File: src/rtl/cyc_bpuf_array_ctrl.sv
// Evaluation controller for an array of bistable PUF cells.
// Drives masked excite pulses, waits out a settle window and samples the
// cells, then repeats this VOTES times. Each response bit is the majority of
// its votes, and a per-bit flag marks bits whose votes were not unanimous.
module cyc_bpuf_array_ctrl #(
    parameter int unsigned NUM_BITS      = 8,
    parameter int unsigned EXCITE_CYCLES = 4,
    parameter int unsigned SETTLE_CYCLES = 16,
    parameter int unsigned VOTES         = 5
) (
    input  logic                clk,
    input  logic                rst_n,
    input  logic                start,
    input  logic [NUM_BITS-1:0] challenge,
    output logic [NUM_BITS-1:0] excite_o,
    input  logic [NUM_BITS-1:0] cell_q_i,
    output logic                busy,
    output logic                resp_valid,
    input  logic                resp_ready,
    output logic [NUM_BITS-1:0] response,
    output logic [NUM_BITS-1:0] unstable
);

    localparam int unsigned MAX_PH = (EXCITE_CYCLES > SETTLE_CYCLES) ? EXCITE_CYCLES : SETTLE_CYCLES;
    localparam int unsigned PW     = $clog2(MAX_PH + 1);
    localparam int unsigned CW     = $clog2(VOTES + 1);

    typedef enum logic [2:0] {
        ST_IDLE,
        ST_EXCITE,
        ST_SETTLE,
        ST_SAMPLE,
        ST_DONE
    } state_e;

    state_e                      state_q, state_d;
    logic [NUM_BITS-1:0]         chal_q, chal_d;
    logic [PW-1:0]               phase_q, phase_d;
    logic [CW-1:0]               vidx_q, vidx_d;
    logic [NUM_BITS-1:0][CW-1:0] cnt_q, cnt_d;
    logic [NUM_BITS-1:0]         excite_q, excite_d;
    logic                        busy_q, busy_d;
    logic                        resp_valid_q, resp_valid_d;
    logic [NUM_BITS-1:0]         response_q, response_d;
    logic [NUM_BITS-1:0]         unstable_q, unstable_d;

    assign excite_o   = excite_q;
    assign busy       = busy_q;
    assign resp_valid = resp_valid_q;
    assign response   = response_q;
    assign unstable   = unstable_q;

    // Next-state, vote accumulation and response/handshake logic.
    always_comb begin
        state_d      = state_q;
        chal_d       = chal_q;
        phase_d      = phase_q;
        vidx_d       = vidx_q;
        cnt_d        = cnt_q;
        excite_d     = '0;
        busy_d       = busy_q;
        resp_valid_d = resp_valid_q;
        response_d   = response_q;
        unstable_d   = unstable_q;

        if (resp_valid_q && resp_ready) begin
            resp_valid_d = 1'b0;
        end

        case (state_q)
            ST_IDLE: begin
                if (start && !resp_valid_q) begin
                    chal_d  = challenge;
                    phase_d = '0;
                    vidx_d  = '0;
                    cnt_d   = '0;
                    busy_d  = 1'b1;
                    state_d = ST_EXCITE;
                end
            end
            ST_EXCITE: begin
                // excite_o is registered, so it trails the state by one cycle
                excite_d = chal_q;
                if (phase_q == PW'(EXCITE_CYCLES - 1)) begin
                    phase_d = '0;
                    state_d = ST_SETTLE;
                end else begin
                    phase_d = phase_q + 1'b1;
                end
            end
            ST_SETTLE: begin
                if (phase_q == PW'(SETTLE_CYCLES - 1)) begin
                    phase_d = '0;
                    state_d = ST_SAMPLE;
                end else begin
                    phase_d = phase_q + 1'b1;
                end
            end
            ST_SAMPLE: begin
                for (int unsigned i = 0; i < NUM_BITS; i++) begin
                    cnt_d[i] = cnt_q[i] + CW'(cell_q_i[i] & chal_q[i]);
                end
                if (vidx_q == CW'(VOTES - 1)) begin
                    state_d = ST_DONE;
                end else begin
                    vidx_d  = vidx_q + 1'b1;
                    state_d = ST_EXCITE;
                end
            end
            ST_DONE: begin
                for (int unsigned i = 0; i < NUM_BITS; i++) begin
                    response_d[i] = chal_q[i] & (cnt_q[i] > CW'(VOTES / 2));
                    unstable_d[i] = chal_q[i] & (cnt_q[i] != '0) & (cnt_q[i] != CW'(VOTES));
                end
                resp_valid_d = 1'b1;
                busy_d       = 1'b0;
                state_d      = ST_IDLE;
            end
            default: begin
                state_d = ST_IDLE;
            end
        endcase
    end

    // State and datapath registers; reset clears excite_o without a clock.
    always_ff @(posedge clk or negedge rst_n) begin
        if (!rst_n) begin
            state_q      <= ST_IDLE;
            chal_q       <= '0;
            phase_q      <= '0;
            vidx_q       <= '0;
            cnt_q        <= '0;
            excite_q     <= '0;
            busy_q       <= 1'b0;
            resp_valid_q <= 1'b0;
            response_q   <= '0;
            unstable_q   <= '0;
        end else begin
            state_q      <= state_d;
            chal_q       <= chal_d;
            phase_q      <= phase_d;
            vidx_q       <= vidx_d;
            cnt_q        <= cnt_d;
            excite_q     <= excite_d;
            busy_q       <= busy_d;
            resp_valid_q <= resp_valid_d;
            response_q   <= response_d;
            unstable_q   <= unstable_d;
        end
    end

endmodule

File: config.mk
export PLATFORM = sky130hd
export DESIGN_NAME = cyc_bpuf_array_ctrl
export DESIGN_NICKNAME = d
export VERILOG_FILES = /design/src/rtl/cyc_bpuf_array_ctrl.sv
export SDC_FILE = /design/constraint.sdc
export NUM_CORES = 1
export LEC_CHECK = 0
export BUFFER_PORTS_ARGS = -buffer_cell sky130_fd_sc_hd__buf_2
export CAP_MARGIN = 20
export CELL_PAD_IN_SITES_DETAIL_PLACEMENT = 1
export CELL_PAD_IN_SITES_GLOBAL_PLACEMENT = 2
export CORE_MARGIN = 5
export CORE_UTILIZATION = 39
export DETAILED_ROUTE_END_ITERATION = 6
export GPL_TIMING_DRIVEN = 0
export PLACE_DENSITY_LB_ADDON = 0.1
export SLEW_MARGIN = 40
export SYNTH_ARGS = -nofsm -noshare
export SYNTH_HDL_FRONTEND = slang
export SYNTH_SLANG_ARGS = --single-unit
export TNS_END_PERCENT = 1
File: constraint.sdc
create_clock -name clk -period 3 [get_ports clk]
set_input_delay 0.3 -clock clk [delete_from_list [all_inputs] [get_ports clk]]
set_output_delay 0.3 -clock clk [all_outputs]
set_load 0.02 [all_outputs]
### Yosys cells after proc, flatten, opt, wreduce, memory -nomap -nowiden

Cells that the tools add are included.

| word-level totals | value |
|---|---|
| register bits | 69 |
| input port bits | 20 |
| output and inout bits | 26 |
| word-level logic and storage cells | 127 |

| cells by class | value |
|---|---|
| add/subtract/negate cells | 10 |
| $lt $le $gt $ge | 8 |
| eq/ne operators | 19 |
| muxes and demuxes | 19 |
| bitwise gates (word level) | 32 |
| reduce and logical (&&, ||, !) cells | 22 |

Operators with widths:

| kind | number |
|---|---|
| 24-bit one-hot mux with 2 select lines | 1 |
| 1-bit bitwise AND | 32 |
| 3-bit nonzero test | 9 |
| 3-bit by 1-bit adder with 3-bit output | 8 |
| 3-bit by 2-bit > comparator with 1-bit output, second input constant | 8 |
| 24-bit two-way mux | 1 |
| 3-bit inequality test, second input constant | 8 |
| 3-bit two-way mux | 6 |
| 5-bit two-way mux | 3 |
| 5-bit one-hot mux with 3 select lines | 1 |
| 3-bit one-hot mux with 4 select lines | 1 |
| 8-bit two-way mux | 1 |
| 2-bit inequality test, second input constant | 4 |
| 2-bit AND reduction | 4 |
| 3-bit by 2-bit equality test with 1-bit output, second input constant | 2 |
| 3-bit equality test, second input constant | 2 |
| 3-bit one-hot mux with 2 select lines | 1 |
| 3-bit AND reduction | 2 |
| 2-bit nonzero test | 3 |
| 5-bit by 1-bit adder with 5-bit output, second input constant | 1 |
| 5-bit by 2-bit equality test with 1-bit output, second input constant | 1 |
| 5-bit by 4-bit equality test with 1-bit output, second input constant | 1 |
| 3-bit by 1-bit adder with 3-bit output, second input constant | 1 |
| 3-bit by 1-bit equality test with 1-bit output, second input constant | 1 |
| other kinds (5) | 8 |

### Longest topological paths before layout

| depth | value |
|---|---|
| word-level depth | 4 |
| depth in mapped cells | 8 |
| depth with buffers taken out | 8 |

### Worst setup path after synthesis

Ideal clock, no wire load.

| path | value |
|---|---|
| kind | reg2reg |
| start | register phase_q[0] |
| end | register phase_q[3] |
| library setup time | 0.126 ns |
| arrival time | 1.385 ns |
| required time | 2.874 ns |
| slack | 1.490 ns |
| stages on the path, launching flop included | 6 |
| buffers on the path | 0 |
| period minus slack after synthesis | 1.510 ns |
| cell sequence | dfrtp_1 -> ha_1 -> or4b_4 -> o22ai_2 -> and3_4 -> a21oi_2 |

| between the ends | value |
|---|---|
| longest elaborated chain between the ends | 3 |
| elaborated cells on any way between the ends | 6 |
| classes of those cells | add/sub: 1; eq/ne: 2; mux: 3 |

Ends and longest elaborated chain:

| item | line | source |
|---|---|---|
| start, declared | 38 | `logic [PW-1:0] phase_q, phase_d;` |
| start signal, assigned | 141 | `phase_q <= phase_d;` |
| 5-bit by 1-bit adder with 5-bit output, or another cell as far along | 88, 96 |  |
| 5-bit two-way mux (on tied branches) | 92, 84 |  |
| 5-bit one-hot mux with 3 select lines (*) | 70 | `case (state_q)` |

Mark *: on every way between the ends. The rest lies on a longest branch, timed or not.
A chain may end at the register's enable or synchronous reset.

### Worst setup path in the final report

| path | value |
|---|---|
| start | register resp_valid_q (netlist: resp_valid) |
| end | register cnt_q[2] (netlist name) |

| between the ends | value |
|---|---|
| longest elaborated chain between the ends | 4 |

Ends and longest elaborated chain:

| item | line | source |
|---|---|---|
| start, declared | 43 | `logic resp_valid_q, resp_valid_d;` |
| start signal, assigned | 146 | `resp_valid_q <= resp_valid_d;` |
| 1-bit logical NOT | 72 | `if (start && !resp_valid_q) begin` |
| 1-bit logical AND | 72 |  |
| 2-bit inequality test (no line) | n/a |  |
| 2-bit AND reduction (no line) | n/a |  |
| end signal, assigned | 143 | `cnt_q <= cnt_d;` |
| end, declared | 40 | `logic [NUM_BITS-1:0][CW-1:0] cnt_q, cnt_d;` |

No other way between the ends.

==> flow_results.org <==
** Critical path
- R2R cell count :: 5
- By startpoint and endpoint, the worst setup path is classified as flop to flop.
- Crit path required time :: 3.22 ns
- Category of the worst setup path capture point :: flop
- The worst register-to-register path begins at resp_valid.
- Endpoint of the lowest-slack register-to-register path :: cnt_q[2]
- STA classifies the critical path startpoint as a flop.
- Worst Path Max Fanout :: 10
- Signal arrival time at the worst endpoint :: 2.04 ns
- Flop2flop setup slack :: 1.18 ns

** Timing
- Slew at the pin closest to its max-slew limit :: 0.718 ns
- The count of endpoints failing hold in the final timing report was 0.
- Relative slew slack :: 52.1%
- Setup violations remaining at the end of the flow were counted as 0.
- Max Clock Skew :: 0.0119 ns
- In the finished design, the share of the clock period the worst path needs comes to 60.6%.
- The max-slew violation count was 0.
- F_max :: 550 MHz
- Adding up every negative setup slack in the final design gives 0 ns.
- Setup repair after global routing left no endpoint under its margin.
- Min cycle time layout :: 1.82 ns

** Floorplan
- Die Footprint :: 10400 um^2
- Top-Level Pins :: 46
- The die is 102 um tall.
- Placement row count :: 33
- The total area inside the core boundary comes to 8220 um^2.
- The initial utilization of the core area, before any placement, comes to 39.9%.
- Overall die width :: 102 um

** Logic synthesis
- Count of unique library cells instantiated by Yosys :: 39
- The Yosys step of the flow raised 0 warnings.
- Count of flip-flops with a built-in enable after synthesis :: 0
- Fraction of synthesized cell area taken by the top area cell type :: 52.6%
- Synthesis produced 333 cells.
- Dominant cells by area after synthesis :: dfrtp_1 53%, nand2_1 8.8%, ha_1 8.0%
- Mapped Area :: 3280 um^2
- Seq/Total Area, Yosys :: 52.6%
- Number of synthesized register bits :: 69
- Synth Flop Type :: dfrtp_1
- Counting flops with an async set or reset pin after synthesis yields a share of 100%.
- Averaged over all synthesized cells, the footprint is 9.86 um^2.
- Cell type contributing the most total cell area after synthesis :: dfrtp_1
- Number of nets produced by synthesis :: 374

** Placement
- Post-placement cell count :: 484
- Post-detail-place hpwl :: 5810 um
- Routability-driven placement finished with a final weighted congestion of 0.740.
- In this run the cell area measured after placement is 3670 um^2.
- Number of port buffers :: 45

** Final layout
- Fraction of layout cells with a size suffix above 1 :: 19.9%
- The finished cells cover 3860 um^2.
- Leaving out fill and tap cells, the most frequent cell in the layout is nand2_1.
- The library cells used most frequently in the layout, excluding fill and tap cells, are 77 x nand2_1, 69 x dfrtp_1, 48 x buf_2.
- The repair_antennas step left the layout with diodes totalling 0.
- Non-Filler Instances :: 501
- Relative to the synthesized area, the layout overhead comes to 17.7%.
- Fin nets :: 432
- Core Util, Final :: 47.0%

** Hold path
- In this run the most critical hold path is launched from challenge[3].
- The worst hold path terminates at chal_q[3].
- Counting instances, the worst hold path has a depth of 3.
- Worst min path class :: input pin to flop

** Run status
- Status :: finished clean

** Clock tree
- Number of sinks driven by the clock tree :: 69
- After clock tree synthesis, the clock-pin slew on the worst setup and hold paths is 0.08 ns.
- The root buffer cell chosen for the clock tree is clkbuf_8.
- CTS tree :: built
- For the worst-skew pair, the clock arrives at the later sink with an insertion delay of 0.34 ns.
- H-tree level count :: 3
- In this run, CTS created clock tree buffers numbering 9.
- Buffer depth of the longest clock path :: 2

** Drt
- Number of vias in the routed layout :: 2586
- In the routed layout, each cell is associated on average with a via count of 5.16.
- The pre-antenna-repair detailed-routing pass consisted of 4 iterations.
- After detailed routing, the average wire length per cell comes to 16.8 um.
- For this block, the routed nets add up to 8400 um of wire.
- The detailed router finished its first iteration with 44 violations.
- Antenna violation net count after detailed routing :: 0
- After detailed routing, the number of remaining DRC violations is 0.

** Global routing
- The total overflow left after global routing is 0.
- The number of antenna violations at the first check in global routing is 0.
- Global routing used 17.5% of the available tracks across all layers.
- The first global-routing pass estimated 13700 um of wire.
- Maximum number of pins on one net before global-route repair :: 45
- Vias in the first global route :: 2675

** Pwr
- PwrDens :: 827 nW/um^2
- Leak Pwr :: 1.97 nW
- VDD sags by at most 233 uV.

** Run
- Number of max-capacitance violations reported :: 0
-- Yosys cell counts (2+ instances only) --
cell / n
xor2_1: 10
nor2_1: 16
nor2b_1: 2
a32o_1: 2
clkbuf_1: 5
a211oi_1: 2
dfrtp_1: 69
a22o_1: 9
and2_1: 16
o21ai_0: 43
buf_4: 2
ha_1: 21
buf_6: 2
nand2_1: 77
buf_2: 4
a21oi_2: 2
a21oi_1: 11
nor2_2: 2
inv_1: 7
nand3_1: 12
-- sequential cells by signal, indices dropped and copies added, names as in the netlist --
signal / flops
cnt_q: 24
chal_q: 8
excite_o: 8
response: 8
unstable: 8
phase_q: 5
state_q: 3
vidx_q: 3
busy: 1
resp_valid: 1
-- worst max-delay path by stage --
stage / from / end / slack (ns) / depth (start not counted)
2_1_floorplan: phase_q[0] / phase_q[3] / 1.49 / 5
3_3_place_gp: rst_n / cnt_q[6] / 1.16 / 1
3_5_place_dp: start / cnt_q[2] / 1.13 / 6
4_1_cts: resp_valid / cnt_q[2] / 1.14 / 5
5_1_grt: resp_valid / cnt_q[1] / 1.01 / 5
6_report: resp_valid / cnt_q[2] / 1.18 / 5
-- layer usage --
| layer | up-vias | share of wire (%) | track usage (%) |
|---|---|---|---|
| met4 | 0 | 0.68 | 4.29 |
| li1 | 1256 | - | - |
| met5 | - | 0 | 0 |
| met1 | 1272 | 46 | 23.2 |
| met2 | 53 | 48 | 28.9 |
| met3 | 5 | 4.7 | 4.41 |
-- worst max-delay path, cell delays in order (launching register included) --
cell	delay, ns
dfrtp_1	0.40
nor2b_1	0.27
nand3_1	0.44
buf_2	0.39
nand3_1	0.11
o21ai_0	0.08
-- cell type report --
cell class                 count  area [um^2]
inverter                       7         26.3
clock inverter                 4         22.5
clock buffer                  12          155
timing repair buffer          47          269
multi-input combinational    243         1450
tap                          105          131
sequential                    69         1730
buffer                        14         81.3
fill                         962         4350
-- through the flow --
stage	worst slack [ns]	hold slack [ns]	total power (W)
final	1.18	0.141	0.00319
after global routing	1.01	0.128	0.00346
after CTS	1.14	0.122	0.00324
after detailed placement	1.13	0.186	0.00254
after global placement	1.16	0.454	0.00249
after floorplan	1.49	0.00441	0.00215
-- power breakdown --
group	total (W)	internal [W]	switching (W)
Combinational	0.00108	0.000429	0.000653
Clock	0.000688	0.000341	0.000347
Sequential	0.00142	0.00119	0.000238
Total	0.00319	0.00196	0.00124
-- kinds of logic after synthesis --
kind of cell,Yosys count,share of synthesized area [%]
AOI/OAI and AO/OA,76,14.0
DFF,69,52.6
adders and majority gates,21,8.01
buffers and inverters,21,3.28
and+or+nand+nor,136,19.4
xor gates and xnor gates,10,2.67
-- what timing repair did --
action,CTS,global route
gates resized for setup,0,0
buffers inserted,0,0
endpoints found under the hold margin,25,0
hold buffers,1,0
Power figures use the tool's default switching activity.
